## config.mk

```make
export PLATFORM = sky130hd
export DESIGN_NAME = base_vlat_sr_scan
export DESIGN_NICKNAME = d
export VERILOG_FILES = /design/src/rtl/base_vlat_sr_scan.sv
export SDC_FILE = /design/constraint.sdc
export NUM_CORES = 1
export LEC_CHECK = 0
export CAP_MARGIN = 20
export CORE_MARGIN = 8
export CORE_UTILIZATION = 56
export CTS_CLUSTER_DIAMETER = 50
export CTS_CLUSTER_SIZE = 25
export DETAILED_ROUTE_END_ITERATION = 7
export GPL_TIMING_DRIVEN = 0
export HOLD_SLACK_MARGIN = 0.08
export PLACE_DENSITY = 0.86
export SLEW_MARGIN = 25
export SYNTH_ARGS = -nofsm -noshare
export SYNTH_HDL_FRONTEND = slang
export SYNTH_SLANG_ARGS = --single-unit
```

## constraint.sdc

```tcl
create_clock -name clk -period 8.32 [get_ports clk]
set_clock_uncertainty 0.15 [all_clocks]
set_input_delay 1.664 -clock clk [delete_from_list [all_inputs] [get_ports clk]]
set_output_delay 1.664 -clock clk [all_outputs]
set_load 0.01 [all_outputs]
```

## src/rtl/base_vlat_sr_scan.sv

```systemverilog
// base_vlat_sr_scan: round-robin drain stage for a vector of sticky
// set/reset status bits. Picks one pending, unmasked bit, presents its
// index over a valid/ready handshake, then pulses a one-hot clear back
// to the latch for one cycle.
//
// Ports:
//   clk     clock
//   reset   asynchronous, active-high reset
//   i_v     sticky status vector from the latch q (bit 0 = index 0)
//   i_mask  per-bit eligibility, 1 = may be reported
//   o_pend  combinational OR of (i_v & i_mask)
//   o_v     report valid, high exactly in PRESENT
//   o_r     report ready from the consumer
//   o_idx   index of the reported bit
//   o_clr   one-hot clear pulse to the latch rst input
module base_vlat_sr_scan #(
  parameter int unsigned width = 8,
  parameter int unsigned idx_w = 3
) (
  input  logic             clk,
  input  logic             reset,
  input  logic [0:width-1] i_v,
  input  logic [0:width-1] i_mask,
  output logic             o_pend,
  output logic             o_v,
  input  logic             o_r,
  output logic [0:idx_w-1] o_idx,
  output logic [0:width-1] o_clr
);

  typedef enum logic [1:0] {
    IDLE    = 2'd0,
    PRESENT = 2'd1,
    CLEAR   = 2'd2
  } state_e;

  localparam logic [idx_w-1:0] last_idx = idx_w'(width - 1);

  state_e           state_q, state_d;
  logic [idx_w-1:0] ptr_q, ptr_d;
  logic [idx_w-1:0] idx_q, idx_d;
  logic [0:width-1] clr_q, clr_d;
  logic             v_q, v_d;

  logic [0:width-1] cand;
  logic             sel_found;
  logic [idx_w-1:0] sel_idx;
  int unsigned      scan_pos;
  logic [idx_w-1:0] scan_idx;

  // Eligible pending bits; o_pend deliberately ignores masked bits.
  assign cand   = i_v & i_mask;
  assign o_pend = |cand;

  // Rotating-priority pick: first set bit at ptr, ptr+1, ..., wrapping
  // through width-1 back to 0. Positions are reduced modulo width, so an
  // index >= width can never be selected.
  always_comb begin
    sel_found = 1'b0;
    sel_idx   = '0;
    scan_pos  = 0;
    scan_idx  = '0;
    for (int unsigned k = 0; k < width; k++) begin
      scan_pos = 32'(ptr_q) + k;
      if (scan_pos >= width) begin
        scan_pos = scan_pos - width;
      end
      scan_idx = idx_w'(scan_pos);
      if (!sel_found && cand[scan_idx]) begin
        sel_found = 1'b1;
        sel_idx   = scan_idx;
      end
    end
  end

  // Next-state and registered-output logic.
  always_comb begin
    state_d = state_q;
    ptr_d   = ptr_q;
    idx_d   = idx_q;
    clr_d   = '0;
    unique case (state_q)
      IDLE: begin
        if (sel_found) begin
          idx_d   = sel_idx;
          state_d = PRESENT;
        end
      end
      PRESENT: begin
        // Report is held until accepted, even if the source bit drops.
        if (o_r) begin
          clr_d[idx_q] = 1'b1;
          ptr_d        = (idx_q == last_idx) ? '0 : idx_q + idx_w'(1);
          state_d      = CLEAR;
        end
      end
      CLEAR: begin
        // Latch clears on the closing edge; the next IDLE sees fresh i_v.
        state_d = IDLE;
      end
      default: begin
        state_d = IDLE;
      end
    endcase
    v_d = (state_d == PRESENT);
  end

  // State register; reset aborts any clear pulse in flight.
  always_ff @(posedge clk or posedge reset) begin
    if (reset) begin
      state_q <= IDLE;
      ptr_q   <= '0;
      idx_q   <= '0;
      clr_q   <= '0;
      v_q     <= 1'b0;
    end else begin
      state_q <= state_d;
      ptr_q   <= ptr_d;
      idx_q   <= idx_d;
      clr_q   <= clr_d;
      v_q     <= v_d;
    end
  end

  assign o_v   = v_q;
  assign o_idx = idx_q;
  assign o_clr = clr_q;

endmodule

```

==> results of run 1 <==
==> kinds of logic (layout without fill, tap and decap cells) <==
family / count (synthesis) / after routing
xor gates and xnor gates: 3 / 3
AOI/OAI and AO/OA: 39 / 39
adders and majority gates: 4 / 4
buffers and inverters: 14 / 49
and+or+nand+nor: 55 / 55
DFF: 17 / 17
muxes: 25 / 25
==> power by group <==
group / switching (mW) / internal (mW)
combinational: 0.294 / 0.276
sequential: 0.0264 / 0.108
clock: 0.0266 / 0.0179
total: 0.347 / 0.402
==> cell usage in the layout (no fill, tap or decap), types with 2 or more instances in the layout <==
master,synthesis,routed
sky130_fd_sc_hd__clkdlybuf4s50_1,0,31
sky130_fd_sc_hd__nand2_1,17,17
sky130_fd_sc_hd__dfrtp_1,17,17
sky130_fd_sc_hd__mux4_2,12,12
sky130_fd_sc_hd__nor2_1,12,12
sky130_fd_sc_hd__o21ai_0,11,11
sky130_fd_sc_hd__inv_1,6,6
sky130_fd_sc_hd__mux2i_1,5,5
sky130_fd_sc_hd__nand2b_1,5,5
sky130_fd_sc_hd__nor3_1,5,5
sky130_fd_sc_hd__a21oi_1,5,5
sky130_fd_sc_hd__and2_1,5,5
sky130_fd_sc_hd__mux2_2,4,4
sky130_fd_sc_hd__o22ai_1,4,4
sky130_fd_sc_hd__ha_1,4,4
sky130_fd_sc_hd__nor4_1,3,3
sky130_fd_sc_hd__a221oi_1,3,3
sky130_fd_sc_hd__o211ai_1,3,3
sky130_fd_sc_hd__clkbuf_4,0,3
sky130_fd_sc_hd__clkbuf_1,2,2
sky130_fd_sc_hd__mux4_1,2,2
sky130_fd_sc_hd__or3_1,2,2
sky130_fd_sc_hd__o31a_1,2,2
sky130_fd_sc_hd__o21ba_2,2,2
==> state kept, by name (all words and copies together) (netlist names) <==
signal	cells
o_clr	8
o_idx	3
o_v	1
ptr_q	3
state_q	2
==> layer usage <==
layer	wire length (µm)	track usage, %
met5	0	0
met2	1810	25.1
met1	1690	21.3
met4	57	5.92
met3	350	3.58
==> metrics by stage <==
stage / setup WS (ns) / util, %
2_1_floorplan: 3.61 / -
3_3_place_gp: 2.38 / 71.1
3_5_place_dp: 2.26 / 71.1
4_1_cts: 2.27 / 72.2
5_1_grt: 2.07 / 72.2
6_report: 2.26 / 72.2
==> worst register-to-register path, delay by kind of cell (launching register included) <==
| family | cells | cell delay, ns |
|---|---|---|
| compound gates | 1 | 0.30 |
| fa+ha+maj | 1 | 0.42 |
| buf+inv | 3 | 0.69 |
| flops | 1 | 0.35 |
| mux | 2 | 0.62 |
| simple gates | 1 | 0.78 |
==> area by class of cell <==
cell class | count | area [µm²]
fill | 203 | 754
timing repair buffer | 31 | 310
tap | 31 | 38.8
sequential | 17 | 425
clock inverter | 1 | 5.00
inverter | 8 | 30.0
buffer | 6 | 35.0
multi-input combinational | 126 | 1090
clock buffer | 3 | 22.5
==> worst paths after layout <==
path	from	to	slack [ns]	cells past startpoint
hold / removal	state_q[1]$_DFF_PP0_	o_v$_DFF_PP0_	0.37	1
min in group asynchronous	reset	o_clr[0]$_DFF_PP0_	1.58	2
max in group asynchronous	reset	ptr_q[1]$_DFFE_PP0P_	6.04	2
hold reg to reg	state_q[1]$_DFF_PP0_	o_v$_DFF_PP0_	0.37	1
setup reg to reg	ptr_q[1]$_DFFE_PP0P_	o_idx[1]$_DFFE_PP0P_	4.92	8
setup / recovery	i_v[2]	o_pend	2.26	7
==> results.txt, run 1 <==
----------------------------------------------------
[STA]
  Maximum achievable frequency ... 165 MHz
  Final setup fails ... 0
  Max Transition Viols Final ... 0
  RSZ-0062 raised after global routing ... false
  Relative slew margins ... about two fifths
  Post-layout min period ... slightly above 6 ns
  Final worst-path cycle share ... ~73%
  Final Hold Viols ... 0
  Least-Margin Pin Slew ... roughly 0.88 ns
  Sum of negative setup slack ... 0 ns
  Min Hold Slack ... around 0.37 ns

[Critical path]
  Setup crit end kind ... primary output
  Cell chain of the critical path ... clkdlybuf4s50_1 > nand2_1 > mux4_2 > mux2i_1 > nor4_1 > nand2_1 > clkdlybuf4s50_1
  Master of the slowest instance on the critical path ... sky130_fd_sc_hd__nor4_1
  WP buf/inv ... 2
  Delay-heaviest family, CP ... simple AND/OR/NAND/NOR gates
  Launching element type of the critical path ... input port
  Peak fanout along the critical path ... 7
  Critical path class ... in2out
  Critical path's largest stage delay ... 0.79 ns
  Data arrival at the endpoint of the critical path ... ~4.3 ns
  Endpoint required time on the critical path ... around 6.5 ns

[Yosys]
  Dominant register cell in the synthesized netlist ... sky130_fd_sc_hd__dfrtp_1
  Mapped Area ... between 1500 and 2000 µm²
  Mean instance size in the synthesized netlist ... about 10 µm²
  Mux cell area share after synthesis ... roughly 28%
  Fraction of the mapped netlist area in adder cells ... approximately 3.2%
  Portion of the post-synthesis area used by sequential elements ... between 20 and 30%
  Synth unique cells ... 48
  Biggest area contributors in the synthesized netlist ... sky130_fd_sc_hd__dfrtp_1, sky130_fd_sc_hd__mux4_2, sky130_fd_sc_hd__nand2_1
  Xor-xnor portion of the synthesized cell area ... ~3.3%
  Portion of synthesized cell area occupied by the leading cell type ... between 20% and 30%
  Top cell types by occurrence after synthesis ... sky130_fd_sc_hd__dfrtp_1, sky130_fd_sc_hd__nand2_1, sky130_fd_sc_hd__mux4_2, sky130_fd_sc_hd__nor2_1, sky130_fd_sc_hd__o21ai_0
  Synth Instances ... 157
  Yosys Warn Count ... 0
  Number of flops mapped to enable cells by yosys ... 0
  Leading area contributor after synthesis ... sky130_fd_sc_hd__dfrtp_1
  Post-Synth Simple-Gate Area ... ~18%
  Flip-flop and latch count after synthesis ... 17
  Main combinational cell family by area after synthesis ... multiplexers
  Fraction of the mapped netlist area in compound gates ... 16.9%
  Nets in the synthesized netlist ... 180
  Share of flip-flops with an asynchronous set or reset after synthesis ... 100%

[Placed design]
  Half-perimeter wire length of the detailed placement result ... between 3 and 4 mm
  Number of input and output port buffers inserted ... 31
  Global placer's final weighted congestion ... around 0.97
  Instance area at placement ... a little under 2000 µm²
  Cell total after placement ... around 220

[Detailed routing]
  Residual DRC count ... 0
  Number of routed nets with antenna violations ... 0
  Iter 0 DRT Violations ... 105
  Average detailed-routed wire length per instance ... between 15 and 20 µm
  Sum of routed wire length over all layers ... between 3 and 4 mm
  Per-cell via count in the routed design ... approximately 6.6
  First-pass DRT Iterations ... 4
  Vias ... 1462

[Die]
  Area of the die ... 4770 µm²
  Die height ... ~69 µm
  Initial Utilization ... 58.3%
  Row count ... 19
  Width of the chip ... roughly 69 µm
  Floorplan core area ... between 2000 and 3000 µm²
  Number of top-level pins ... 32

[Clocking]
  # clock sinks ... 17
  Worst-skew pair later-pin latency ... around 0.30 ns
  Post-CTS clock slew at the launch and capture registers of the worst setup and hold paths ... about 0.1 ns
  Number of buffers inserted during clock tree synthesis ... 3
  Maximum root-to-sink buffer count ... 2
  Post-CTS sizing ... 0
  Cell at the root of the clock tree ... sky130_fd_sc_hd__clkbuf_4
  TritonCTS clock tree ... done
  Count of H-tree levels built during CTS ... 1
  Setup Buffers After CTS ... 0
  Hold-fix buffers at CTS ... 0

[Finish]
  Post-layout instance count excluding filler cells ... 223
  Fraction of layout instances using a drive strength above 1 ... between 10% and 20%
  Diodes inserted ... 0
  Area growth from synthesis to layout ... 23.9%
  Nets@finish ... about 220
  Final design area excluding fillers ... 1960 µm²

[Min path]
  Min-delay worst type ... reg2reg

[Global routing]
  Global-route usage over all layers ... 16.1%
  Overall overflow remaining after global route ... 0
  Initial antenna violation count ... 0
  Wire length of the first global-routing pass ... approximately 6.6 mm
  Largest net degree at the start of global routing ... 18
  Vias in the first global route ... ~1.4k

[Pwr]
  Power per cell area ... about 380 nW/µm²
  Leakage power total ... about 0.76 nW
  Peak supply drop ... 0.000273 V
  Post-layout total power ... ~0.75 mW

[Job]
  Max Cap Viol ... 0

[Run status]
  Run status ... finished, final reports clean

----------------------------------------------------
(Power assumes the default switching activity.)
==> run 2: changes to the inputs <==
--- a/config.mk
+++ b/config.mk
@@ -7,13 +7,13 @@
 export LEC_CHECK = 0
 export CAP_MARGIN = 20
 export CORE_MARGIN = 8
-export CORE_UTILIZATION = 56
+export CORE_UTILIZATION = 47
 export CTS_CLUSTER_DIAMETER = 50
 export CTS_CLUSTER_SIZE = 25
 export DETAILED_ROUTE_END_ITERATION = 7
 export GPL_TIMING_DRIVEN = 0
 export HOLD_SLACK_MARGIN = 0.08
-export PLACE_DENSITY = 0.86
+export PLACE_DENSITY = 0.77
 export SLEW_MARGIN = 25
 export SYNTH_ARGS = -nofsm -noshare
 export SYNTH_HDL_FRONTEND = slang
==> constraint.sdc (replaced) <==
create_clock -name clk -period 5.14 [get_ports clk]
set_clock_uncertainty 0.15 [all_clocks]
set_input_delay 1.028 -clock clk [delete_from_list [all_inputs] [get_ports clk]]
set_output_delay 1.028 -clock clk [all_outputs]
set_load 0.01 [all_outputs]
==> run 2 against run 1 <==
Compared with the run above:
- total power is 63% higher
- worst setup slack lost 1.9 ns
- sequential power rose by 61%
- critical path type unchanged
- register-to-register slack got worse by 3.2 ns
- critical endpoint unchanged
- combinational power up 64%
- sequential share of layout area decreased by 0.21 points
- routed wire length up 3.2%
- core utilization down 12 points
- worst hold slack lost 0.0041 ns
==> results.txt, run 2 (synthesis gave the netlist of run 1 again) <==
----------------------------------------------------
[Critical path]
  Master of the slowest instance on the critical path ... sky130_fd_sc_hd__mux2i_1
  Setup crit end kind ... primary output
  Reg2Reg Setup Slack ... 1.69 ns (-3.23 ns)
  Critical path's largest stage delay ... 0.61 ns (-0.18 ns)
  Peak fanout along the critical path ... 8 (+1)
  R2R depth ... 8 (unchanged)
  Cell chain of the critical path ... clkdlybuf4s50_1 > nand2_1 > mux4_1 > mux2i_1 > nor3_1 > nand2_1 > clkdlybuf4s50_1
  Worst R2R Start ... ptr_q[1]$_DFFE_PP0P_
  Critical path class ... in2out
  Endpoint required time on the critical path ... 3.96 ns (-2.55 ns)
  Launching element type of the critical path ... input port
  Data arrival at the endpoint of the critical path ... 3.64 ns (-0.61 ns)
  Worst reg2reg endpoint ... o_idx[1]$_DFFE_PP0P_

[STA]
  Maximum achievable frequency ... approximately 210 MHz
  Min Hold Slack ... 0.368 ns (-0.00415 ns)
  Setup slack after layout ... 0.319 ns (-1.94 ns)
  RSZ-0062 raised after global routing ... false
  Final worst-path cycle share ... 93.8%
  Final Hold Viols ... 0 (unchanged)
  Relative slew margins ... 42.8% (+1.7 points)
  Sum of negative setup slack ... 0 ns (unchanged)
  Max Transition Viols Final ... 0 (unchanged)
  Post-layout min period ... ~4.8 ns
  Least-Margin Pin Slew ... 0.851 ns (-0.0249 ns)
  Final setup fails ... 0 (unchanged)

[Placed design]
  Cell total after placement ... 234 (+6.8%)
  Number of input and output port buffers inserted ... 31 (unchanged)
  Global placer's final weighted congestion ... 0.928 (-4.6%)
  Half-perimeter wire length of the detailed placement result ... 3.37 mm (+7.3%)
  Instance area at placement ... 1950 µm² (+0.97%)
  Post-placement worst setup slack ... 0.436 ns (-1.82 ns)

[Detailed routing]
  Residual DRC count ... 0 (unchanged)
  Sum of routed wire length over all layers ... 4.04 mm (+3.2%)
  Vias ... 1462 (unchanged)
  First-pass DRT Iterations ... 5 (+1)
  Average detailed-routed wire length per instance ... 17.0 µm (-3.3%)
  Number of routed nets with antenna violations ... 0 (unchanged)
  Per-cell via count in the routed design ... 6.14 (-6.3%)
  Iter 0 DRT Violations ... 136 (+30%)

[Clocking]
  # clock sinks ... 17 (unchanged)
  Count of H-tree levels built during CTS ... 1 (unchanged)
  Worst-skew pair later-pin latency ... 0.29 ns (about the same)
  Setup Buffers After CTS ... 0 (unchanged)
  Post-CTS clock slew at the launch and capture registers of the worst setup and hold paths ... 0.09 ns (about the same)
  Maximum root-to-sink buffer count ... 2 (unchanged)
  Number of buffers inserted during clock tree synthesis ... 3 (unchanged)
  Post-CTS sizing ... 0 (unchanged)
  Cell at the root of the clock tree ... sky130_fd_sc_hd__clkbuf_4
  TritonCTS clock tree ... done
  Hold-fix buffers at CTS ... 0 (unchanged)

[Global routing]
  Initial antenna violation count ... 0 (unchanged)
  Vias in the first global route ... 1392 (-1.6%)
  Overall overflow remaining after global route ... 0 (unchanged)
  Wire length of the first global-routing pass ... 6.57 mm (-1.1%)
  Largest net degree at the start of global routing ... 18 (unchanged)
  Global-route usage over all layers ... 15.3% (-0.80 points)

[Die]
  Row count ... 21 (+2)
  Width of the chip ... 74.0 µm (+7.0%)
  Number of top-level pins ... 32 (unchanged)
  Initial Utilization ... 48.1% (-10 points)
  Die height ... 74.0 µm (+7.0%)
  Floorplan core area ... 3280 µm² (+21%)
  Area of the die ... 5470 µm² (+15%)

[Finish]
  Most frequent standard cell in the layout excluding fill and tap cells ... sky130_fd_sc_hd__clkdlybuf4s50_1
  Commonest non-fill, non-tap cells in the layout ... sky130_fd_sc_hd__clkdlybuf4s50_1, sky130_fd_sc_hd__nand2_1, sky130_fd_sc_hd__dfrtp_1
  Diodes inserted ... 0 (unchanged)
  Fill cell count ... 275 (+35%)
  Fraction of layout instances using a drive strength above 1 ... 16.7% (unchanged)
  Final design area excluding fillers ... 1970 µm² (+0.96%)
  Nets@finish ... 216 (unchanged)
  Area growth from synthesis to layout ... 25.0%
  Post-layout instance count excluding filler cells ... 238 (+6.7%)
  Core occupancy in the finished layout ... 60.1% (-12 points)
  Number of flip-flops in the largest register ... 8 (unchanged)

[Min path]
  Worst hold path stage count ... 1 (unchanged)
  Hold path endpoint ... o_v$_DFF_PP0_
  Launch point of the worst hold path ... state_q[1]$_DFF_PP0_
  Min-delay worst type ... reg2reg

[Pwr]
  Leakage power total ... 0.757 nW (unchanged)
  Peak supply drop ... 0.000313 V (+15%)
  Post-layout total power ... 1.22 mW (+63%)
  Power per cell area ... 619 nW/µm² (+61%)

[Run status]
  Run status ... finished, final reports clean

[Job]
  Max Cap Viol ... 0 (unchanged)

----------------------------------------------------
run 2: cell counts in the layout (fill, tap and decap cells not counted):
No cell type changed its count.
run 2: cell type report:
class / instances / area [µm²] / share of cell area [%]
clock buffers: 3 / 22.5 / 1.14
clock inverters: 1 / 5.00 / 0.253
multi-input cells: 126 / 1090 / 55.1
well taps: 46 / 57.6 / 2.92
flip-flops and latches: 17 / 425 / 21.5
inverters: 8 / 30.0 / 1.52
repair buffers: 31 / 310 / 15.7
plain buffers: 6 / 35.0 / 1.77
run 2: critical path: cells and delay by family:
family	cells	cell delay [ns]
buffers and inverters	2	1.01
and+or+nand+nor	3	0.46
muxes	2	1.14
run 2: worst max path at each step:
stage | from | endpoint | slack, ns
4_1_cts | i_v[0] | o_pend | 0.42
2_1_floorplan | i_v[6] | o_pend | 1.70
3_5_place_dp | i_mask[7] | o_pend | 0.44
6_report | i_v[0] | o_pend | 0.32
3_3_place_gp | i_v[0] | o_pend | 0.45
5_1_grt | i_v[0] | o_pend | 0.19
run 2: routing by layer:
layer	up-vias	GRT usage, %	part of all wire [%]
li1	684	-	-
met1	694	18.5	40
met2	76	26.0	51
met3	8	3.64	7.7
met4	0	5.32	1.8
met5	-	0	0
run 2: power breakdown:
| group | switching (mW) | total (mW) | internal, mW |
|---|---|---|---|
| registers | 0.0412 | 0.217 | 0.176 |
| logic | 0.488 | 0.935 | 0.447 |
| clock network | 0.0403 | 0.0693 | 0.0290 |
| total | 0.570 | 1.22 | 0.652 |
==> run 3: changes to the inputs <==
==> constraint.sdc (replaced) <==
create_clock -name clk -period 4.3 [get_ports clk]
set_clock_uncertainty 0.15 [all_clocks]
set_input_delay 0.86 -clock clk [delete_from_list [all_inputs] [get_ports clk]]
set_output_delay 0.86 -clock clk [all_outputs]
set_load 0.01 [all_outputs]
==> run 3 against run 2 <==
Compared with the run above:
- largest power group unchanged
- die area stayed put
- largest cell class unchanged
- sequential cell count stayed put
- global-route usage is 0.34 points higher
- sequential power is 20% higher
- register-to-register slack worse by 0.69 ns
- critical path type unchanged
- via count is 0.55% higher
- clock power is 20% higher
- combinational power is 33% higher
- clock-buffer cell count stayed put
==> results.txt, run 3 (synthesis gave the netlist of run 1 again) <==
----------------------------------------------------
[Run status]
  Run status ... finished, final reports clean

[Pwr]
  Peak supply drop ... 0.000383 V (+22%)
  Leakage power total ... 0.767 nW (+1.3%)
  Power per cell area ... 775 nW/µm² (+25%)

[STA]
  Max Transition Viols Final ... 0 (unchanged)
  Final worst-path cycle share ... a little over nine tenths
  Min Hold Slack ... 0.373 ns (+0.00430 ns)
  Setup slack after layout ... 0.138 ns (-0.181 ns)
  Relative slew margins ... 59.0% (+16 points)
  Final setup fails ... 0 (unchanged)
  Maximum achievable frequency ... between 200 and 250 MHz
  Post-layout min period ... 4.16 ns
  Final Hold Viols ... 0 (unchanged)
  Least-Margin Pin Slew ... 0.599 ns (-0.252 ns)

[Clocking]
  # clock sinks ... 17 (unchanged)
  Cell at the root of the clock tree ... sky130_fd_sc_hd__clkbuf_4
  TritonCTS clock tree ... done
  Number of buffers inserted during clock tree synthesis ... 3 (unchanged)
  Post-CTS clock slew at the launch and capture registers of the worst setup and hold paths ... 0.09 ns (about the same)
  Count of H-tree levels built during CTS ... 1 (unchanged)
  Maximum root-to-sink buffer count ... 2 (unchanged)
  Worst-skew pair later-pin latency ... 0.29 ns (about the same)

[Global routing]
  Initial antenna violation count ... 0 (unchanged)
  Wire length of the first global-routing pass ... 6.70 mm (+2.0%)
  Global-route usage over all layers ... 15.7% (+0.34 points)
  Largest net degree at the start of global routing ... 18 (unchanged)
  Vias in the first global route ... 1406 (+1.0%)
  Overall overflow remaining after global route ... 0 (unchanged)

[Critical path]
  Setup crit end kind ... primary output
  Launching element type of the critical path ... input port
  Peak fanout along the critical path ... 8 (unchanged)
  Data arrival at the endpoint of the critical path ... 3.15 ns (-0.49 ns)
  Endpoint required time on the critical path ... 3.29 ns (-0.67 ns)
  Critical path class ... in2out

[Finish]
  Diodes inserted ... 0 (unchanged)
  Fraction of layout instances using a drive strength above 1 ... 21.0% (+4.4 points)
  Number of flip-flops in the largest register ... 8 (unchanged)
  Most frequent standard cell in the layout excluding fill and tap cells ... sky130_fd_sc_hd__clkdlybuf4s50_1
  Nets@finish ... 219 (+1.4%)
  Area growth from synthesis to layout ... 29.6%
  Commonest non-fill, non-tap cells in the layout ... sky130_fd_sc_hd__clkdlybuf4s50_1, sky130_fd_sc_hd__nand2_1, sky130_fd_sc_hd__dfrtp_1

[Placed design]
  Half-perimeter wire length of the detailed placement result ... 3.37 mm (unchanged)
  Global placer's final weighted congestion ... 0.928 (unchanged)
  Post-placement worst setup slack ... -0.0682 ns (-0.504 ns)
  Number of input and output port buffers inserted ... 31 (unchanged)

[Job]
  Max Cap Viol ... 0 (unchanged)

[Detailed routing]
  Number of routed nets with antenna violations ... 0 (unchanged)
  Average detailed-routed wire length per instance ... 17.1 µm (+0.76%)
  Per-cell via count in the routed design ... 6.10 (-0.70%)
  Vias ... 1470 (+0.55%)
  Residual DRC count ... 0 (unchanged)
  Iter 0 DRT Violations ... 151 (+11%)
  Sum of routed wire length over all layers ... 4.12 mm (+2.0%)
  First-pass DRT Iterations ... 4 (-1)

[Die]
  Floorplan core area ... 3280 µm² (unchanged)
  Initial Utilization ... 48.1% (unchanged)
  Row count ... 21 (unchanged)
  Die height ... 74.0 µm (unchanged)
  Number of top-level pins ... 32 (unchanged)
  Width of the chip ... 74.0 µm (unchanged)
  Area of the die ... 5470 µm² (unchanged)

[Min path]
  Min-delay worst type ... reg2reg

----------------------------------------------------
run 3: worst paths after layout:
| check | start | endpoint | slack [ns] | cells past startpoint |
|---|---|---|---|---|
| setup / recovery | i_v[1] | o_pend | 0.14 | 7 |
| hold / removal | state_q[1]$_DFF_PP0_ | o_v$_DFF_PP0_ | 0.37 | 1 |
| setup reg to reg | ptr_q[1]$_DFFE_PP0P_ | o_idx[2]$_DFFE_PP0P_ | 1.00 | 9 |
| hold reg to reg | state_q[1]$_DFF_PP0_ | o_v$_DFF_PP0_ | 0.37 | 1 |
| max in group asynchronous | reset | o_clr[6]$_DFF_PP0_ | 2.81 | 2 |
| min in group asynchronous | reset | state_q[0]$_DFF_PP0_ | 0.79 | 2 |
run 3: power by group:
group	internal (mW)	leakage (nW)	total, mW	switching (mW)
Combinational	0.610	0.530	1.24	0.633
Sequential	0.210	0.220	0.260	0.0504
Clock	0.0346	0.0177	0.0831	0.0484
run 3: what timing repair did:
action                                  in CTS  in global routing
setup buffers                                0                  3
hold buffers                                 0                  0
endpoints found under the setup margin       1                  1
gates resized for setup                      3                  6
run 3: cell type report:
cell class | instances | area, µm²
Tap cell | 46 | 57.6
Clock buffer | 3 | 22.5
Timing Repair Buffer | 34 | 333
Fill cell | 269 | 1240
Sequential cell | 17 | 425
Multi-Input combinational cell | 126 | 1130
Inverter | 8 | 33.8
Buffer | 6 | 35.0
Clock inverter | 1 | 5.00
run 3: routing by layer:
| metal | part of all wire, % | global-route usage, % | up-vias |
|---|---|---|---|
| li1 | - | - | 688 |
| met1 | 42 | 18.9 | 705 |
| met2 | 51 | 26.4 | 69 |
| met3 | 5.9 | 3.64 | 8 |
| met4 | 1.9 | 5.99 | 0 |
| met5 | 0 | 0 | - |
run 3: stage by stage:
stage / cells / util [%] / TNS [ns] / area, µm² / total power, mW
floorplan: 157 / - / 0 / 1580 / 1.09
global placement: 234 / 59.3 / -0.0568 / 1950 / 1.34
detailed placement: 234 / 59.3 / -0.0682 / 1950 / 1.37
CTS: 238 / 60.7 / 0 / 1990 / 1.49
global route: 241 / 62.3 / -0.0155 / 2050 / 1.70
finish: 241 / 62.3 / 0 / 2050 / 1.59
run 3: critical path, stage by stage:
cell and delay (ns):
sky130_fd_sc_hd__clkdlybuf4s50_1 0.47, sky130_fd_sc_hd__nand2_1 0.16, sky130_fd_sc_hd__mux4_1 0.60, sky130_fd_sc_hd__mux2i_4 0.30
sky130_fd_sc_hd__nor3_1 0.13, sky130_fd_sc_hd__nand2_1 0.10, sky130_fd_sc_hd__clkdlybuf4s50_1 0.54
